[src/rtl/pico_pkg.sv]
// Shared types and widths for the picoMIPS input sequencer.
package pico_pkg;

    localparam int DATA_W = 8;

    typedef enum logic [1:0] {
        IDLE       = 2'd0,
        PRESS_DB   = 2'd1,
        PRESENT    = 2'd2,
        RELEASE_DB = 2'd3
    } seq_state_t;

endpackage

[src/rtl/pico_debounce.sv]
// Two-flop synchroniser plus debounce counter for one asynchronous bit.
// stable_level flips after the synchronised input has differed from it for DEBOUNCE_CYCLES cycles.
module pico_debounce #(
    parameter int   DEBOUNCE_CYCLES = 16,
    parameter logic RESET_LEVEL     = 1'b1
) (
    input  logic clk,
    input  logic rst_n,
    input  logic raw,
    output logic sync_level,
    output logic stable_level,
    output logic stable_evt
);

    localparam int CNT_W = $clog2(DEBOUNCE_CYCLES + 1);
    localparam logic [CNT_W-1:0] CNT_MAX = CNT_W'(DEBOUNCE_CYCLES);

    logic             meta_q;
    logic             sync_q;
    logic             level_q, level_d;
    logic             evt_q, evt_d;
    logic [CNT_W-1:0] cnt_q, cnt_d;

    // Count cycles the synchronised input disagrees with the accepted level; any agreement restarts it.
    always_comb begin
        level_d = level_q;
        evt_d   = 1'b0;
        cnt_d   = cnt_q;
        if (sync_q == level_q) begin
            cnt_d = '0;
        end else if (cnt_q == CNT_MAX) begin
            cnt_d = cnt_q;
        end else begin
            cnt_d = cnt_q + CNT_W'(1);
            if (cnt_d == CNT_MAX) begin
                level_d = sync_q;
                evt_d   = 1'b1;
            end else begin
                level_d = level_q;
            end
        end
    end

    // Synchroniser and debounce state.
    always_ff @(posedge clk or negedge rst_n) begin
        if (!rst_n) begin
            meta_q  <= RESET_LEVEL;
            sync_q  <= RESET_LEVEL;
            level_q <= RESET_LEVEL;
            evt_q   <= 1'b0;
            cnt_q   <= '0;
        end else begin
            meta_q  <= raw;
            sync_q  <= meta_q;
            level_q <= level_d;
            evt_q   <= evt_d;
            cnt_q   <= cnt_d;
        end
    end

    assign sync_level   = sync_q;
    assign stable_level = level_q;
    assign stable_evt   = evt_q;

endmodule

[src/rtl/pico_input_sequencer.sv]
// Switch/push-button front end for picoMIPS: one SW sample and a branch_status low pulse per press.
// Optional feature: define PICO_SAMPLE_COUNT_EN to add the sample_count output.
module pico_input_sequencer
    import pico_pkg::*;
#(
    parameter int DEBOUNCE_CYCLES = 16,
    parameter int PULSE_CYCLES    = 8
) (
    input  logic              fastclk,
    input  logic              reset,
    input  logic [DATA_W-1:0] sw_raw,
    input  logic              key_raw,
    output logic [DATA_W-1:0] SW,
    output logic              branch_status,
    output logic              busy
`ifdef PICO_SAMPLE_COUNT_EN
    ,
    output logic [DATA_W-1:0] sample_count
`endif
);

    localparam int PW = $clog2(PULSE_CYCLES + 1);
    localparam logic [PW-1:0] PULSE_LAST = PW'(PULSE_CYCLES - 1);

    logic              key_s;
    logic              key_stable;
    logic              key_evt;
    logic [DATA_W-1:0] sw_meta_q;
    logic [DATA_W-1:0] sw_s;
    seq_state_t        state_q, state_d;
    logic [PW-1:0]     pulse_q, pulse_d;
    logic [DATA_W-1:0] sw_out_q, sw_out_d;
    logic              bs_q, bs_d;
    logic              busy_q, busy_d;
    logic              load_s;

    pico_debounce #(
        .DEBOUNCE_CYCLES(DEBOUNCE_CYCLES),
        .RESET_LEVEL    (1'b1)
    ) u_key_db (
        .clk         (fastclk),
        .rst_n       (reset),
        .raw         (key_raw),
        .sync_level  (key_s),
        .stable_level(key_stable),
        .stable_evt  (key_evt)
    );

    // Switch synchroniser; the switches are sampled, not debounced.
    always_ff @(posedge fastclk or negedge reset) begin
        if (!reset) begin
            sw_meta_q <= '0;
            sw_s      <= '0;
        end else begin
            sw_meta_q <= sw_raw;
            sw_s      <= sw_meta_q;
        end
    end

    // Next-state and registered-output decode.
    always_comb begin
        state_d  = state_q;
        pulse_d  = pulse_q;
        sw_out_d = sw_out_q;
        load_s   = 1'b0;
        case (state_q)
            IDLE: begin
                if (!key_s) state_d = PRESS_DB;
                else        state_d = IDLE;
            end
            PRESS_DB: begin
                if (key_s) begin
                    state_d = IDLE;
                end else if (key_evt && !key_stable) begin
                    state_d  = PRESENT;
                    sw_out_d = sw_s;
                    pulse_d  = '0;
                    load_s   = 1'b1;
                end else begin
                    state_d = PRESS_DB;
                end
            end
            PRESENT: begin
                pulse_d = pulse_q + PW'(1);
                if (pulse_q == PULSE_LAST) state_d = RELEASE_DB;
                else                       state_d = PRESENT;
            end
            RELEASE_DB: begin
                // Level, not event: a release that settled during PRESENT still counts.
                if (key_stable) state_d = IDLE;
                else            state_d = RELEASE_DB;
            end
            default: state_d = IDLE;
        endcase
        bs_d   = (state_d != PRESENT);
        busy_d = (state_d != IDLE);
    end

    // FSM state and output registers.
    always_ff @(posedge fastclk or negedge reset) begin
        if (!reset) begin
            state_q  <= IDLE;
            pulse_q  <= '0;
            sw_out_q <= '0;
            bs_q     <= 1'b1;
            busy_q   <= 1'b0;
        end else begin
            state_q  <= state_d;
            pulse_q  <= pulse_d;
            sw_out_q <= sw_out_d;
            bs_q     <= bs_d;
            busy_q   <= busy_d;
        end
    end

    assign SW            = sw_out_q;
    assign branch_status = bs_q;
    assign busy          = busy_q;

`ifdef PICO_SAMPLE_COUNT_EN
    logic [DATA_W-1:0] count_q, count_d;

    always_comb begin
        if (load_s) count_d = count_q + DATA_W'(1);
        else        count_d = count_q;
    end

    // Accepted-sample counter, wraps naturally.
    always_ff @(posedge fastclk or negedge reset) begin
        if (!reset) count_q <= '0;
        else        count_q <= count_d;
    end

    assign sample_count = count_q;
`endif

endmodule
[config.mk]
export PLATFORM = sky130hd
export DESIGN_NAME = pico_input_sequencer
export DESIGN_NICKNAME = d
export VERILOG_FILES = /design/src/rtl/pico_pkg.sv /design/src/rtl/pico_debounce.sv /design/src/rtl/pico_input_sequencer.sv
export SDC_FILE = /design/constraint.sdc
export NUM_CORES = 1
export LEC_CHECK = 0
export ABC_AREA = 0
export BUFFER_PORTS_ARGS = -buffer_cell sky130_fd_sc_hd__buf_2
export CAP_MARGIN = 20
export CORE_UTILIZATION = 45
export CTS_BUF_LIST = sky130_fd_sc_hd__clkbuf_4 sky130_fd_sc_hd__clkbuf_8
export DETAILED_ROUTE_END_ITERATION = 10
export PLACE_DENSITY = 0.67
export SETUP_SLACK_MARGIN = 0.02
export SKIP_CTS_REPAIR_TIMING = 1
export SLEW_MARGIN = 25
export SYNTH_ARGS = -nofsm -noshare
export SYNTH_HDL_FRONTEND = slang
export SYNTH_SLANG_ARGS = --single-unit
[constraint.sdc]
create_clock -name fastclk -period 1.6 [get_ports fastclk]
set_input_delay 0.08 -clock fastclk [delete_from_list [all_inputs] [get_ports fastclk]]
set_output_delay 0.08 -clock fastclk [all_outputs]
set_load 0.05 [all_outputs]
==> results of run 1 <==
-- placed cells by master, fill, tap and decap left out, drive strengths merged --
cell type / netlist / final
a21bo: 1 / 1
a21o: 1 / 1
a21oi: 2 / 2
a22o: 2 / 2
a41oi: 2 / 2
buf: 2 / 27
clkbuf: 1 / 5
clkinv: 0 / 3
dfrtp: 37 / 37
dfstp: 4 / 4
dlygate4sd3: 0 / 10
ha: 8 / 8
inv: 6 / 6
mux2: 9 / 9
mux2i: 3 / 3
nand2: 5 / 5
nand2b: 5 / 5
nand3: 4 / 4
nand3b: 2 / 2
nand4: 1 / 1
nor2: 8 / 9
nor2b: 1 / 1
nor3: 4 / 4
nor3b: 2 / 2
nor4: 1 / 1
o211ai: 1 / 1
o21ai: 5 / 5
o22ai: 2 / 2
xnor2: 3 / 3
xor2: 2 / 2
-- per-stage QoR --
stage / hold slack [ns] / total power (uW) / util / std cells / setup WS, ns
floorplan: -0.216 / 1170 / - / 124 / 0.0991
global placement: 0.156 / 1220 / 0.533 / 191 / 0.0692
detailed placement: 0.165 / 1230 / 0.533 / 191 / -0.0249
CTS: -0.156 / 1900 / 0.559 / 199 / -0.0277
global route: 0.365 / 2000 / 0.604 / 213 / 0.0107
finish: 0.355 / 1910 / 0.604 / 213 / 0.0330
-- power breakdown --
| group | internal, uW | switching [uW] | leakage [uW] |
|---|---|---|---|
| combinational | 68.1 | 80.2 | 0.000400 |
| clock | 309 | 362 | 0.0000481 |
| sequential | 1070 | 19.7 | 0.000515 |
| total | 1450 | 462 | 0.000963 |
-- flip-flops by register name, summed over array words and instances, names as in the netlist --
| signal | flops |
|---|---|
| u_key_db.cnt_q | 5 |
| pulse_q | 4 |
| u_key_db.stable_evt | 1 |
| sw_s | 8 |
| u_key_db.meta_q | 1 |
| SW | 8 |
| u_key_db.stable_level | 1 |
| state_q | 2 |
| u_key_db.sync_level | 1 |
| sw_meta_q | 8 |
| branch_status | 1 |
| busy | 1 |
-- area by class of cell --
cell class                 count  area share
clock buffer                   5      0.0331
clock inverter                 3      0.0108
timing repair buffer          37       0.122
multi-input combinational     75       0.299
sequential                    41       0.497
inverter                       6      0.0108
tap                           46      0.0277
-- routing by layer --
| metal | part of all wire | vias up |
|---|---|---|
| met2 | 0.50 | 27 |
| met1 | 0.43 | 534 |
| met4 | 0.020 | 0 |
| met3 | 0.044 | 9 |
| li1 | - | 511 |
| met5 | 0 | - |
-- synthesized netlist by cell type, types with 3 or more instances --
cell      number
dfrtp_1       37
ha_1           8
mux2_2         7
nor2_1         7
inv_1          6
nand2_1        5
dfstp_2        4
nand2b_1       4
nand3_1        4
o21ai_0        4
mux2i_1        3
nor3_1         3
xnor2_1        3
-- final timing paths --
check	to	slack (ns)	cells after the start
setup / recovery	u_key_db.stable_level$_DFFE_PN1P_	0.03	5
hold / removal	sw_s[0]$_DFF_PN0_	0.35	0
setup reg to reg	u_key_db.stable_level$_DFFE_PN1P_	0.03	5
hold reg to reg	sw_s[0]$_DFF_PN0_	0.35	0
max in group asynchronous	u_key_db.cnt_q[0]$_DFFE_PN0P_	0.88	3
min in group asynchronous	pulse_q[3]$_DFFE_PN0P_	0.36	3
-- worst max-delay path, delay by kind of cell, from the launching register on --
family,cells,cell delay (ns)
and+or+nand+nor,2,0.42
AOI/OAI and AO/OA,1,0.08
muxes,1,0.31
adders and majority gates,1,0.24
DFF,1,0.44
-- kinds of logic (layout without fill, tap and decap cells) --
| group | Yosys count | in the layout | synth area share |
|---|---|---|---|
| xor+xnor | 5 | 5 | 0.0264 |
| simple gates | 33 | 34 | 0.117 |
| buf+inv | 9 | 51 | 0.0233 |
| mux | 12 | 12 | 0.0813 |
| compound gates | 16 | 16 | 0.0715 |
| fa+ha+maj | 8 | 8 | 0.0602 |
| flops | 41 | 41 | 0.620 |
==> summary.md, run 1 <==
| Metric | Value |
|---|---|
| Part of the cycle the worst path needs | 0.979 |
| Largest cells by area after synthesis | dfrtp_1 56%, dfstp_2 6.3%, ha_1 6.0% |
| Final setup violation count | 0 |
| Worst rel slew slack | 0.659 |
| # diodes | 0 |
| Worst clock skew | 0.00154 ns |
| Initial antenna violation count | 0 |
| WP data required | about 1.8 ns |
| Worst setup SP type | flip-flop |
| Min Clock Period, post-route | around 1.6 ns |
| Hpwl dp | 1860 um |
| Syn Inst Count | between 100 and 150 |
| Slew @ Worst Pin | approximately 0.51 ns |
| GRT met3 Usage | 0.0712 |
| Clock transition at the registers of the reported paths | ~0.08 ns |
| Core Region | between 3000 and 4000 um2 |
| Number of CTS-inserted buffers | 5 |
| Fin. Hold Viols | 0 |
| Final Cell Area | ~2100 um2 |
| Drt drc | 0 |
| Fmax | between 0.6 and 0.7 GHz |
| Fillers | 272 |
| Largest net degree at the start of global routing | 42 |
| RSZ-0062 raised after global routing | yes |
| Critical path data arrival time | 1.79 ns |
| Number of synthesized flops with an enable pin | 0 |
| Syn_nets | 143 |
| Routed vias/inst | between 5 and 6 |
| Area post-placement | roughly 1800 um2 |
| Busiest metal layer after global routing | met2 |
| Routed Antenna Nets | 0 |
| Peak VDD IR | between 0.6 and 0.7 mV |
| Leak Pwr | between 0.0009 and 0.001 uW |
| First-pass GRT wire length | 4640 um |
| H-tree depth | 2 |
| Register Area | about 1000 um2 |
| Share of the synthesized area in the top cell type | 0.557 |
| FP Rows | 21 |
| DR iter-0 viols | 32 |
| Ports | 21 |
| Crit Path Max Fanout | 6 |
| Area of the multi-input gates | 622 um2 |
| Max Buffers Root-to-Sink | 2 |
| Final wirelength | between 2000 and 3000 um |
| Main synth FF type | dfrtp_1 |
| Critical Setup Path Class | reg2reg |
| Routed vias | 1,081 |
| Met2 usage | 0.266 |
| Met1 usage | 0.172 |
| Worst hold start | sw_meta_q[0]$_DFF_PN0_ |
| Vias in the first global route | approximately 1,100 |
| Mean post-synth cell area | approximately 13 um2 |
| Origin of the critical flop-to-flop path | u_key_db.cnt_q[0]$_DFFE_PN0P_ |
| Max stage delay on crit path | between 0.4 and 0.5 ns |
| Final #Nets | about 190 |
| Pre-antenna DRT Iters | 4 |
| Area delta synth->final | 25.1% |
| Initial Util | 0.483 |
| MaxCap Viol Count | 0 |
| Die height | about 63 um |
| Gr ovfl total | 0 |
| Die area | around 3900 um2 |
| Average wire per standard cell | roughly 13 um |
| Num Clock Sinks | just over 40 |
| Power density cells | 919 nW/um2 |
| IO Port Bufs | 20 |
| CTS tree | built |
| Die width | roughly 63 um |
| Slew Viols, Final | 0 |
| Run status | completed |
| Crit-path cells | ha_2 > nor3_1 > a41oi_2 > nor3_2 > mux2_4 |
| Worst Hold Class | reg2reg |
| GP Congestion | 0.806 |
| Synth cell types | 37 |
| Syn. warnings | 0 |
| Seq/Total Area, Yosys | 0.620 |
| CP max stage cell | dfrtp_2 |
| Synth Cell Area | between 1500 and 2000 um2 |
| Biggest area consumer among synthesized cells | dfrtp_1 |
| Setup TNS | 0 ns |
| Crit. Startpoint | u_key_db.cnt_q[0]$_DFFE_PN0P_ |
| Later-pin clock latency in the skew report | around 0.29 ns |
| Total GRT Usage | 0.159 |
| Share of cells above drive strength 1 | 0.341 |
| Post-synthesis async set-or-reset flop share | 1.00 |
| CTS root buffer | clkbuf_8 |
| Post-synthesis register bit count | 41 |
| CP endpoint kind | flip-flop |
(Power assumes the default switching activity.)
==> inputs of run 2 (changes only) <==
SYNTH_HIERARCHICAL = 1   (was not set)
==> summary.md, run 2 <==
| Metric | Value |
|---|---|
| Run status | complete, but fails checks |
| Failing checks | setup timing |
| Mean post-synth cell area | 14.0 um2 (+4.8%) |
| Slew @ Worst Pin | 0.536 ns (+0.0284 ns) |
| Drt drc | 0 (unchanged) |
| Setup WS post-layout | -0.0806 ns (-0.114 ns) |
| Num Clock Sinks | 41 (unchanged) |
| Synth top cells by count | 37 x dfrtp_1, 7 x mux2_4, 6 x nand2_1, 6 x nor2_1, 5 x nor2b_1 |
| Tot Pwr | 1690 uW (-11%) |
| Syn Inst Count | 112 (-9.7%) |
| Initial antenna violation count | 0 (unchanged) |
| Total GRT Usage | 0.152 (-0.00706) |
| Syn. warnings | 6 (+6) |
| IO Port Bufs | 20 (unchanged) |
| Synth Cell Area | 1570 um2 (-5.3%) |
| Die area | 3740 um2 (-5.2%) |
| FP Rows | 21 (unchanged) |
| RSZ-0062 raised after global routing | yes |
| Fmax | 0.595 GHz (-6.8%) |
| GP Congestion | 0.720 (-11%) |
| H-tree depth | 2 (unchanged) |
| Synth cell types | 34 (-8.1%) |
| Core Region | 3340 um2 (-3.1%) |
| Crit. Startpoint | u_key_db/cnt_q[3]$_DFFE_PN0P_ |
| Critical Setup Path Class | reg2reg |
| Leak Pwr | 0.000944 uW (-2.0%) |
| WP data required | 1.88 ns (+0.05 ns) |
| Clock transition at the registers of the reported paths | 0.12 ns (+0.04 ns) |
| Routed Antenna Nets | 0 (unchanged) |
| Die width | 61.1 um (-2.6%) |
| Power density cells | 859 nW/um2 (-6.5%) |
| Gr ovfl total | 0 (unchanged) |
| Setup TNS | -0.0806 ns (-0.0806 ns) |
| DR iter-0 viols | 45 (+41%) |
| Crit Path Max Fanout | 2 (-4) |
| Largest net degree at the start of global routing | 42 (unchanged) |
| Pre-antenna DRT Iters | 4 (unchanged) |
| Reg2reg path depth | 4 (-1) |
| Die height | 61.1 um (-2.6%) |
| Syn_nets | 127 (-11%) |
| Peak VDD IR | 0.621 mV (+1.7%) |
| Final Cell Area | 1970 um2 (-5.3%) |
| Min Clock Period, post-route | 1.68 ns (+0.114 ns) |
| Final setup violation count | 1 (+1) |
| CTS root buffer | clkbuf_4 |
| Part of the cycle the worst path needs | 1.05 (+0.0710) |
| Area delta synth->final | 25.1% (about the same) |
| Max Buffers Root-to-Sink | 2 (unchanged) |
| Worst clock skew | 0.00470 ns (+0.00316 ns) |
| Initial Util | 0.471 (-0.0114) |
| Share of the synthesized area in the top cell type | 0.589 (+0.0315) |
| Critical path data arrival time | 1.96 ns (+0.17 ns) |
| # diodes | 0 (unchanged) |
| Routed vias/inst | 4.80 (-5.5%) |
| Most numerous cell in the Yosys netlist | dfrtp_1 |
| Final #Nets | 173 (-6.5%) |
| Seq/Total Area, Yosys | 0.656 (+0.0350) |
| CTS tree | built |
| Post-synthesis register bit count | 41 (unchanged) |
| Area post-placement | 1790 um2 (-2.4%) |
| Most common cell after layout, fill and taps aside | dfrtp_1 |
| First-pass GRT wire length | 3900 um (-16%) |
| Biggest area consumer among synthesized cells | dfrtp_1 |
| Vias in the first global route | 908 (-16%) |
| Slew Viols, Final | 0 (unchanged) |
| Fin. Hold Viols | 0 (unchanged) |
| Largest cells by area after synthesis | dfrtp_1 59%, dfstp_2 6.7%, mux2_4 6.7% |
| Average wire per standard cell | 12.1 um (-7.9%) |
| Worst hold margin | 0.294 ns (-0.0605 ns) |
| Number of synthesized flops with an enable pin | 0 (unchanged) |
| Later-pin clock latency in the skew report | 0.34 ns (+0.05 ns) |
| Worst Hold Class | in2async |
| Final wirelength | 2480 um (-11%) |
| CP endpoint kind | flip-flop |
| Main synth FF type | dfrtp_1 |
| Number of CTS-inserted buffers | 5 (unchanged) |
| Worst rel slew slack | 0.640 (-0.0191) |
| Worst setup SP type | flip-flop |
| Hpwl dp | 1650 um (-11%) |
| Ports | 21 (unchanged) |
| MaxCap Viol Count | 0 (unchanged) |
| Origin of the critical flop-to-flop path | u_key_db/cnt_q[3]$_DFFE_PN0P_ |
| Most frequent cells in the layout | 37 x dfrtp_1, 20 x buf_2, 11 x buf_4 |
| Post-synthesis async set-or-reset flop share | 1.00 (unchanged) |
| Routed vias | 983 (-9.1%) |
| Share of cells above drive strength 1 | 0.352 (+0.0109) |
run 2: kinds of logic after synthesis:
family	count (synthesis)	synth area share
AOI/OAI and AO/OA	13	0.0565
xor gates and xnor gates	5	0.0278
adders and majority gates	4	0.0318
buffers and inverters	5	0.0175
DFF	41	0.656
muxes	10	0.0875
and+or+nand+nor	34	0.123
run 2: final cells by class:
class | count | area (um2)
fill | 288 | 1370
sequential | 41 | 1030
multi-input combinational | 66 | 531
timing repair buffer | 41 | 283
tap | 46 | 57.6
clock buffer | 5 | 37.5
clock inverter | 3 | 17.5
inverter | 3 | 11.3
run 2: metrics by stage:
stage | utilization | instances | setup slack (ns)
global placement | 0.536 | 186 | -0.0105
finish | 0.590 | 205 | -0.0806
global route | 0.590 | 205 | -0.127
detailed placement | 0.536 | 186 | -0.0311
floorplan | - | 112 | -0.0470
CTS | 0.553 | 194 | -0.0486
run 2: per-layer routing:
| layer | GRT usage | vias up | share of wire |
|---|---|---|---|
| li1 | - | 476 | - |
| met1 | 0.177 | 488 | 0.44 |
| met2 | 0.238 | 15 | 0.51 |
| met3 | 0.0630 | 4 | 0.036 |
| met4 | 0.0877 | 0 | 0.012 |
| met5 | 0 | - | 0 |
run 2: final timing paths:
path,endpoint,slack [ns]
max,u_key_db/stable_level$_DFFE_PN1P_,-0.08
min,pulse_q[1]$_DFFE_PN0P_,0.29
max reg2reg,u_key_db/stable_level$_DFFE_PN1P_,-0.08
min reg2reg,sw_s[1]$_DFF_PN0_,0.36
max in group asynchronous,u_key_db/sync_level$_DFF_PN1_,0.93
min in group fastclk,sw_s[1]$_DFF_PN0_,0.36
run 2: critical path, cell delays in order (launching register included):
cell and delay [ns]:
dfrtp_1 0.40, or3b_1 0.39, or3_4 0.35, a21oi_4 0.17
mux2_4 0.31
run 2: power breakdown:
part	internal [uW]	switching, uW
registers	1070	15.7
clock network	166	331
logic	53.6	55.6
